File: config.mk
export PLATFORM = sky130hd
export DESIGN_NAME = fetch_unit
export DESIGN_NICKNAME = d
export VERILOG_FILES = /design/src/rtl/fetch_pkg.sv /design/src/rtl/inst_fifo.sv /design/src/rtl/fetch_unit.sv
export SDC_FILE = /design/constraint.sdc
export NUM_CORES = 1
export LEC_CHECK = 0
export CELL_PAD_IN_SITES_DETAIL_PLACEMENT = 0
export CELL_PAD_IN_SITES_GLOBAL_PLACEMENT = 1
export CORE_ASPECT_RATIO = 0.5
export CORE_UTILIZATION = 44
export CTS_BUF_LIST = sky130_fd_sc_hd__clkbuf_4 sky130_fd_sc_hd__clkbuf_8 sky130_fd_sc_hd__clkbuf_16
export DETAILED_ROUTE_END_ITERATION = 10
export PLACE_DENSITY_LB_ADDON = 0.1
export SETUP_SLACK_MARGIN = 0.3
export SYNTH_ARGS = -nofsm -noshare
export SYNTH_HDL_FRONTEND = slang
export SYNTH_SLANG_ARGS = --single-unit
File: constraint.sdc
create_clock -name clk -period 6.65 [get_ports clk]
set_input_delay 0.665 -clock clk [delete_from_list [all_inputs] [get_ports clk]]
set_output_delay 0.665 -clock clk [all_outputs]
set_load 0.01 [all_outputs]
File: src/rtl/fetch_pkg.sv
// Shared widths, queue entry type and PC increment for the instruction fetch front end.
package fetch_pkg;
    localparam int ADDR_W  = 64;
    localparam int INST_W  = 32;
    localparam int PC_STEP = 4;

    typedef struct packed {
        logic [INST_W-1:0] inst;
        logic [ADDR_W-1:0] pc;
    } fetch_entry_t;
endpackage

File: src/rtl/inst_fifo.sv
// Circular buffer of fetched instructions; head is read combinationally, flush empties it in one cycle.
module inst_fifo
    import fetch_pkg::*;
#(
    parameter int DEPTH = 4
) (
    input  logic                     clk,
    input  logic                     rst,
    input  logic                     flush_i,
    input  logic                     push_i,
    input  fetch_entry_t             push_entry_i,
    input  logic                     pop_i,
    output fetch_entry_t             head_o,
    output logic                     valid_o,
    output logic [$clog2(DEPTH):0]   count_o
);
    localparam int PTR_W = $clog2(DEPTH);
    localparam int CNT_W = PTR_W + 1;
    localparam logic [PTR_W:0] FULL = CNT_W'(DEPTH);

    fetch_entry_t       mem_q [DEPTH];
    logic [PTR_W-1:0]   head_q, head_d, tail_q, tail_d;
    logic [PTR_W:0]     count_q, count_d;
    logic               do_pop;

    assign do_pop  = pop_i & (count_q != '0);
    assign head_o  = mem_q[head_q];
    assign valid_o = (count_q != '0);
    assign count_o = count_q;

    always_comb begin
        head_d  = head_q;
        tail_d  = tail_q;
        count_d = count_q;
        if (flush_i) begin
            head_d  = '0;
            tail_d  = '0;
            count_d = '0;
        end else begin
            if (push_i) tail_d = tail_q + PTR_W'(1);
            if (do_pop) head_d = head_q + PTR_W'(1);
            count_d = count_q + CNT_W'(push_i) - CNT_W'(do_pop);
        end
    end

    always_ff @(posedge clk) begin
        if (!rst) begin
            head_q  <= '0;
            tail_q  <= '0;
            count_q <= '0;
        end else begin
            head_q  <= head_d;
            tail_q  <= tail_d;
            count_q <= count_d;
        end
    end

    // Storage needs no reset: count gates every read.
    always_ff @(posedge clk) begin
        if (push_i && !flush_i) mem_q[tail_q] <= push_entry_i;
    end

    // The issue rule upstream reserves a slot for every request, so a full-queue push is a design bug.
    always @(posedge clk) begin
        if (rst && push_i && !flush_i) begin
            assert (count_q != FULL);
        end
    end
endmodule

File: src/rtl/fetch_unit.sv
// Instruction fetch front end: owns the fetch PC, issues sequential reads to a
// one-cycle synchronous instruction memory and queues the returned words for decode.
module fetch_unit #(
    parameter int                ADDR_W   = fetch_pkg::ADDR_W,
    parameter int                INST_W   = fetch_pkg::INST_W,
    parameter int                DEPTH    = 4,
    parameter logic [ADDR_W-1:0] RESET_PC = '0
) (
    input  logic                     clk,
    input  logic                     rst,
    output logic                     imem_req,
    output logic [ADDR_W-1:0]        imem_addr,
    input  logic [INST_W-1:0]        imem_data,
    output logic                     inst_valid,
    input  logic                     inst_ready,
    output logic [INST_W-1:0]        inst,
    output logic [ADDR_W-1:0]        inst_pc,
    output logic [ADDR_W-1:0]        inst_pc_plus4,
    input  logic                     redirect_valid,
    input  logic [ADDR_W-1:0]        redirect_pc,
    output logic [$clog2(DEPTH):0]   occupancy
);
    import fetch_pkg::*;

    localparam int              CNT_W   = $clog2(DEPTH) + 1;
    localparam int              DEM_W   = CNT_W + 1;
    localparam int              E_ADDR  = $bits(fetch_entry_t) - fetch_pkg::INST_W;
    localparam int              E_INST  = fetch_pkg::INST_W;
    localparam logic [DEM_W-1:0] DEPTH_C = DEM_W'(DEPTH);

    logic [ADDR_W-1:0] pc_q, pc_d;
    logic [ADDR_W-1:0] inflight_pc_q, inflight_pc_d;
    logic              inflight_q, inflight_d;
    logic              pop, push, flush;
    logic [DEM_W-1:0]  demand;
    fetch_entry_t      push_entry, head_entry;

    assign pop   = inst_valid & inst_ready;
    assign flush = ~rst | redirect_valid;
    assign push  = inflight_q & ~flush;

    // Slots already promised: queued entries plus the response still on its way, minus what leaves now.
    assign demand   = DEM_W'(occupancy) + DEM_W'(inflight_q) - DEM_W'(pop);
    assign imem_req = rst & ~redirect_valid & (demand < DEPTH_C);
    assign imem_addr = pc_q;

    always_comb begin
        pc_d          = pc_q;
        inflight_d    = imem_req;
        inflight_pc_d = inflight_pc_q;
        if (redirect_valid) begin
            pc_d = redirect_pc & ~ADDR_W'(3);
        end else if (imem_req) begin
            pc_d          = pc_q + ADDR_W'(PC_STEP);
            inflight_pc_d = pc_q;
        end
    end

    always_ff @(posedge clk) begin
        if (!rst) begin
            pc_q          <= RESET_PC;
            inflight_q    <= 1'b0;
            inflight_pc_q <= '0;
        end else begin
            pc_q          <= pc_d;
            inflight_q    <= inflight_d;
            inflight_pc_q <= inflight_pc_d;
        end
    end

    assign push_entry.inst = E_INST'(imem_data);
    assign push_entry.pc   = E_ADDR'(inflight_pc_q);

    inst_fifo #(
        .DEPTH (DEPTH)
    ) u_fifo (
        .clk          (clk),
        .rst          (rst),
        .flush_i      (flush),
        .push_i       (push),
        .push_entry_i (push_entry),
        .pop_i        (pop),
        .head_o       (head_entry),
        .valid_o      (inst_valid),
        .count_o      (occupancy)
    );

    assign inst          = INST_W'(head_entry.inst);
    assign inst_pc       = ADDR_W'(head_entry.pc);
    assign inst_pc_plus4 = inst_pc + ADDR_W'(PC_STEP);
endmodule

== Word-level counts from Yosys, hierarchy flattened ==
Memory sizes are Yosys's and may differ from the RTL's. A register that Yosys moved wholly into a read port is not among the register bits.
Cells that the tools add are included.

* Register bits: 136
* RAM bits: 384
* Input bits: 100
* Output and inout port bits: 229
* Memories: 1

* Add/sub/neg operators: 8
* Magnitude comparators: 1
* Muxes and demuxes: 6
* Bitwise gates (word level): 9
* Reduce and logical (&&, ||, !) cells: 7

{| class="wikitable"
|+ Memories
! name !! depth !! bits a word !! rd ports !! clocked after Yosys merged registers in !! wr ports !! line !! source
|-
| u_fifo.mem_q || 4 || 96 || 1 || 1 || 1 || inst_fifo.sv:21 || <nowiki>fetch_entry_t mem_q [DEPTH];</nowiki>
|}

{| class="wikitable"
|+ Operators with widths
! cell !! count
|-
| $add 64x3->64 const B || 2
|-
| $mux 64 || 2
|-
| $and 1x1->1 || 5
|-
| $add 2x1->2 const B || 2
|-
| $add 3x1->4 || 1
|-
| $lt 4x3->1 const B || 1
|-
| $mux 2 || 2
|-
| $reduce_or 2->1 || 2
|-
| $sub 4x1->4 || 1
|-
| $add 3x1->3 || 1
|-
| $not 1->1 || 3
|-
| $reduce_bool 3->1 || 1
|-
| $sub 3x1->3 || 1
|-
| $mux 1 || 2
|-
| $reduce_and 2->1 || 1
|-
| $reduce_bool 2->1 || 1
|-
| $logic_and 1x1->1 || 1
|-
| $logic_not 1->1 || 1
|-
| $or 1x1->1 || 1
|}

== Depth between registers and ports, before layout ==
* Depth after elaboration: 7
* Mapped depth: 15

== Hierarchy ==
A second synthesis with hierarchy kept.

* Cells, all modules: 1544
* Area, all modules: 21764.6 µm²

{| class="wikitable"
|+ Modules (own cells, without submodules)
! module !! instances !! cells each !! area each (µm²) !! seq. area each (µm²)
|-
| inst_fifo || 1 || 550 || 14348.8 || 11711.2
|-
| fetch_unit || 1 || 994 || 7415.9 || 2502.4
|}

== Least setup slack after synthesis ==
No wires, ideal clock.

* Path kind: input port to flip-flop
* From: in rst
* To: mem u_fifo.mem_q[0][10] (netlist name), enable pin
* Library setup time: 0.464 ns
* Arrival: 3.465 ns
* Required time: 6.186 ns
* Slack: 2.721 ns
* Stages: 4
* Buffers on the path: 1
* Path through: clkbuf_1 -> inv_1 -> nor2_1 -> and3_1

* Cells in the longest elaborated chain, start to end: 7
* Elaborated cells between the ends (all ways): 8
* Classes of those cells: mux: 2; bitwise: 4; reduce/logical: 2

{| class="wikitable"
|+ Ends and longest elaborated chain
! item !! line !! source
|-
| start, declared || fetch_unit.sv:10 || <nowiki>input logic rst,</nowiki>
|-
| $not 1->1 (no line) (*) || n/a ||
|-
| $or 1x1->1 (*) || fetch_unit.sv:39 || <nowiki>assign flush = ~rst | redirect_valid;</nowiki>
|-
| $not 1->1 || fetch_unit.sv:40 || <nowiki>assign push = inflight_q & ~flush;</nowiki>
|-
| $and 1x1->1 || fetch_unit.sv:40 ||
|-
| $logic_and 1x1->1 (*) || inst_fifo.sv:60 || <nowiki>if (push_i && !flush_i) mem_q[tail_q] <= push_entry_i;</nowiki>
|-
| $mux 1 (*) || inst_fifo.sv:60 ||
|-
| $mux 1 (not written as such) (*) || inst_fifo.sv:60 ||
|-
| end, declared || inst_fifo.sv:21 ||
|}

Mark *: on every way between the ends. The rest lies on a longest branch, timed or not.

==> impl_metrics.csv <==
group,metric,value,unit
final_layout,mostFrequentLayoutCells,"edfxtp_1 (376), clkdlybuf4s50_1 (320), nand2_1 (203)",
sta,relSlewSlack,25.01,%
sta,timing.final.setup_violations,0,
status,run_status,"finished clean",
global_routing,grt_max_degree,84,
sta,fin_crit_sh,87.72,%
power_and_ir_drop,p_leak,0.008551,uW
sta,fin_ws,0.8165,ns
global_routing,grt-ovfl-total,0,
setup_path,arrival,5.17,ns
synthesis,ys_seq_area_share,65.56,%
clock_tree,clkLatencyLatePin,0.56,ns
final_layout,postLayoutCoreUtil,56.38,%
power_and_ir_drop,swShare,21.57,%
sta,holdWs,0.4968,ns
place,dp_hpwl,36400,um
synthesis,synth_edf_count,376,
setup_path,worstPathRequired,5.98,ns
sta,drv_slew,0,
floorplanning,rows,56,
clock_tree,clock-sinks,510,
place,dp_cells,2385,
sta,hold_violations,0,
detailed_routing,routed_wl,54830,um
synthesis,avgSynthCellArea,14.30,um2
synthesis,synth_cells,1490,
clock_tree,cts_setup_buffers,0,
clock_tree,holdBufCountCts,0,
global_routing,grt_pass1_vias,13757,
setup_path,cp-start-kind,"register",
global_routing,grt_first_pass_wirelength,82540,um
place,portBuffers,320,
floorplanning,die_h,157.6,um
setup_path,slowest_delay,1.01,ns
synthesis,yosysWarningCount,0,
synthesis,yosysUniqueCellTypes,66,
clock_tree,cts_tree,"yes",
synthesis,ys_top_cells_by_area,"edfxtp_1 (53%), dfxtp_1 (13%), mux4_2 (8.9%), nand2_1 (3.6%), a21oi_1 (2.2%)",
power_and_ir_drop,power.density,254.9,mW/mm2
place,place.gp.congestion,0.8365,
global_routing,antenna_found_initial,2,
clock_tree,numCtsBuffers,45,
synthesis,dominantRegCellSynth,"edfxtp_1",
detailed_routing,via_count,13637,
detailed_routing,drt-pass1-iter-count,5,
detailed_routing,vias_per_cell,5.526,
setup_path,critical_path.top_delay_family,"simple AND/OR/NAND/NOR gates",
detailed_routing,drc,0,
power_and_ir_drop,p_int,5329,uW
floorplanning,die_x,313.3,um
power_and_ir_drop,power_frac_clock,41.3,%
power_and_ir_drop,worst_ir_drop_vdd,0.1852,mV
place,dp_slack,1.324,ns
min_path,hp-class,"reg -> reg",
sta,period_minus_slack,5.833,ns
clock_tree,path_clk_slew,0.07,ns
floorplanning,num_io_pins,329,
clock_tree,root_buffer,"clkbuf_16",
clock_tree,htree_levels,2,
power_and_ir_drop,seq_power_share,52.0,%
synthesis,synth_top_area_cell,"edfxtp_1",
detailed_routing,routedWlPerCell,22.22,um
sta,fmax,171.4,MHz
final_layout,nNetsFinal,1905,
final_layout,final_common_cell,"edfxtp_1",
final_layout,stdcell_count,2468,
synthesis,ys_ff_latch,510,
detailed_routing,antenna_left,0,
synthesis,syn_area,0.02131,mm2
job,max_cap_violations,0,
floorplanning,core,0.04730,mm2
setup_path,path_cells,"mux4_1 -> ha_1 -> nand2_1 -> o22ai_2 -> and4_1 -> nand4_1 -> nor3_1 -> xor2_1 -> clkdlybuf4s50_1",
sta,fin_tns_setup,0,ns
synthesis,synth.top_cell.area_share,52.97,%
power_and_ir_drop,p_comb_share,6.6,%
sta,tightest_slew,1.125,ns
setup_path,path_buf_inv,1,
floorplanning,die-area,0.04938,mm2
final_layout,antennaDiodeCount,0,
detailed_routing,dr.first_iter.drc_count,865,
power_and_ir_drop,netSwitchingPower,1466,uW
sta,rsz0062_at_grt,"false",
setup_path,criticalPathCategory,"reg -> out",
clock_tree,clk_path_buf_depth,3,
global_routing,track_usage,21.98,%
final_layout,layout-drive-gt1-share,11.75,%
final_layout,areaGrowthSynthToFinish,25.10,%
synthesis,async_flop_share,0,%
setup_path,cp-end-kind,"output pin",
setup_path,cp_max_fo,49,
sta,fin_skew,0.01140,ns
floorplanning,initial_utilization,45.07,%
setup_path,slowest_stage,"dfxtp_4",
clock_tree,ctsResizeCount,0,
layout make-up:
class                           count  area [um2]
Fill cell                        3845       20630
Sequential cell                   510       13980
Clock buffer                       66        1456
Inverter                           29       110.1
Multi-Input combinational cell    871        6809
Tap cell                          638       798.3
Timing Repair Buffer              337        3331
Clock inverter                     17       178.9
kinds of logic (layout without fill, tap and decap cells):
| kind of cell | after synthesis | count (layout) | synth area share [%] |
|---|---|---|---|
| mux | 112 | 112 | 11.00 |
| flops | 510 | 510 | 65.56 |
| compound gates | 186 | 186 | 5.160 |
| simple gates | 461 | 461 | 10.92 |
| other cells | 1 | 6 | 0.01759 |
| fa+ha+maj | 11 | 11 | 0.6810 |
| buf+inv | 114 | 449 | 2.759 |
| xor+xnor | 95 | 95 | 3.904 |
state kept, by name, summed over array words and instances (netlist names), named ones only:
register and cells:
u_fifo.head_q 2, u_fifo.count_o 3, inflight_pc_q 62, inflight_q 1, u_fifo.mem_q 376, u_fifo.tail_q 2
imem_addr 62
synthesized netlist by cell type (5+ instances only):
cell type,n
dfxtp_1,134
nor4_1,11
mux2_2,7
xnor2_1,50
xor2_1,45
mux4_1,10
nor2_1,48
and4_1,14
clkbuf_1,52
or3_1,8
edfxtp_1,376
a21oi_1,95
o21a_1,5
mux4_2,84
buf_1,6
buf_4,10
nand3_1,45
nand2_1,203
and3_1,28
a31oi_1,12
buf_6,5
buf_2,7
inv_1,29
o21ai_0,32
or4_1,8
ha_1,10
nor3_1,31
and2_1,16
o211ai_1,8
mux2i_1,11
o31ai_1,6
nand4_1,25
worst paths after layout:
check	endpoint	slack (ns)	depth (start not counted)	startpoint
worst min register to register	u_fifo.mem_q[0][10]	0.50	0	inflight_pc_q[10]
worst max-delay path	inst_pc_plus4[56]	0.82	9	register
worst min-delay path	u_fifo.mem_q[0][10]	0.50	0	inflight_pc_q[10]
worst max register to register	imem_addr[16]	2.78	14	u_fifo.count_o[2]
metal layers:
layer | up-vias | part of all wire, % | global-route usage [%] | routed length (um)
met5 | - | 0.024 | 0 | 13
met4 | 2 | 1.4 | 4.390 | 774
met3 | 63 | 4.7 | 3.668 | 2568
met2 | 296 | 51 | 38.79 | 27790
met1 | 7019 | 43 | 28.84 | 23690
li1 | 6257 | - | - | -
power groups by stage:
stage	Clock (uW)	Combinational, uW	Sequential (uW)
after floorplan	0	207	3580
after global placement	0	448	3600
after detailed placement	0	452	3610
after CTS	2860	455	3540
after global routing	2990	484	3540
final	2810	451	3540
stage by stage:
| stage | total power (uW) | cell area (um2) |
|---|---|---|
| 4_1_cts | 6855 | 26660 |
| 5_1_grt | 7014 | 26660 |
| 2_1_floorplan | 3791 | 21330 |
| 3_3_place_gp | 4048 | 25030 |
| 3_5_place_dp | 4058 | 25030 |
| 6_report | 6795 | 26660 |
No activity file was read; power rests on OpenSTA's default activity.
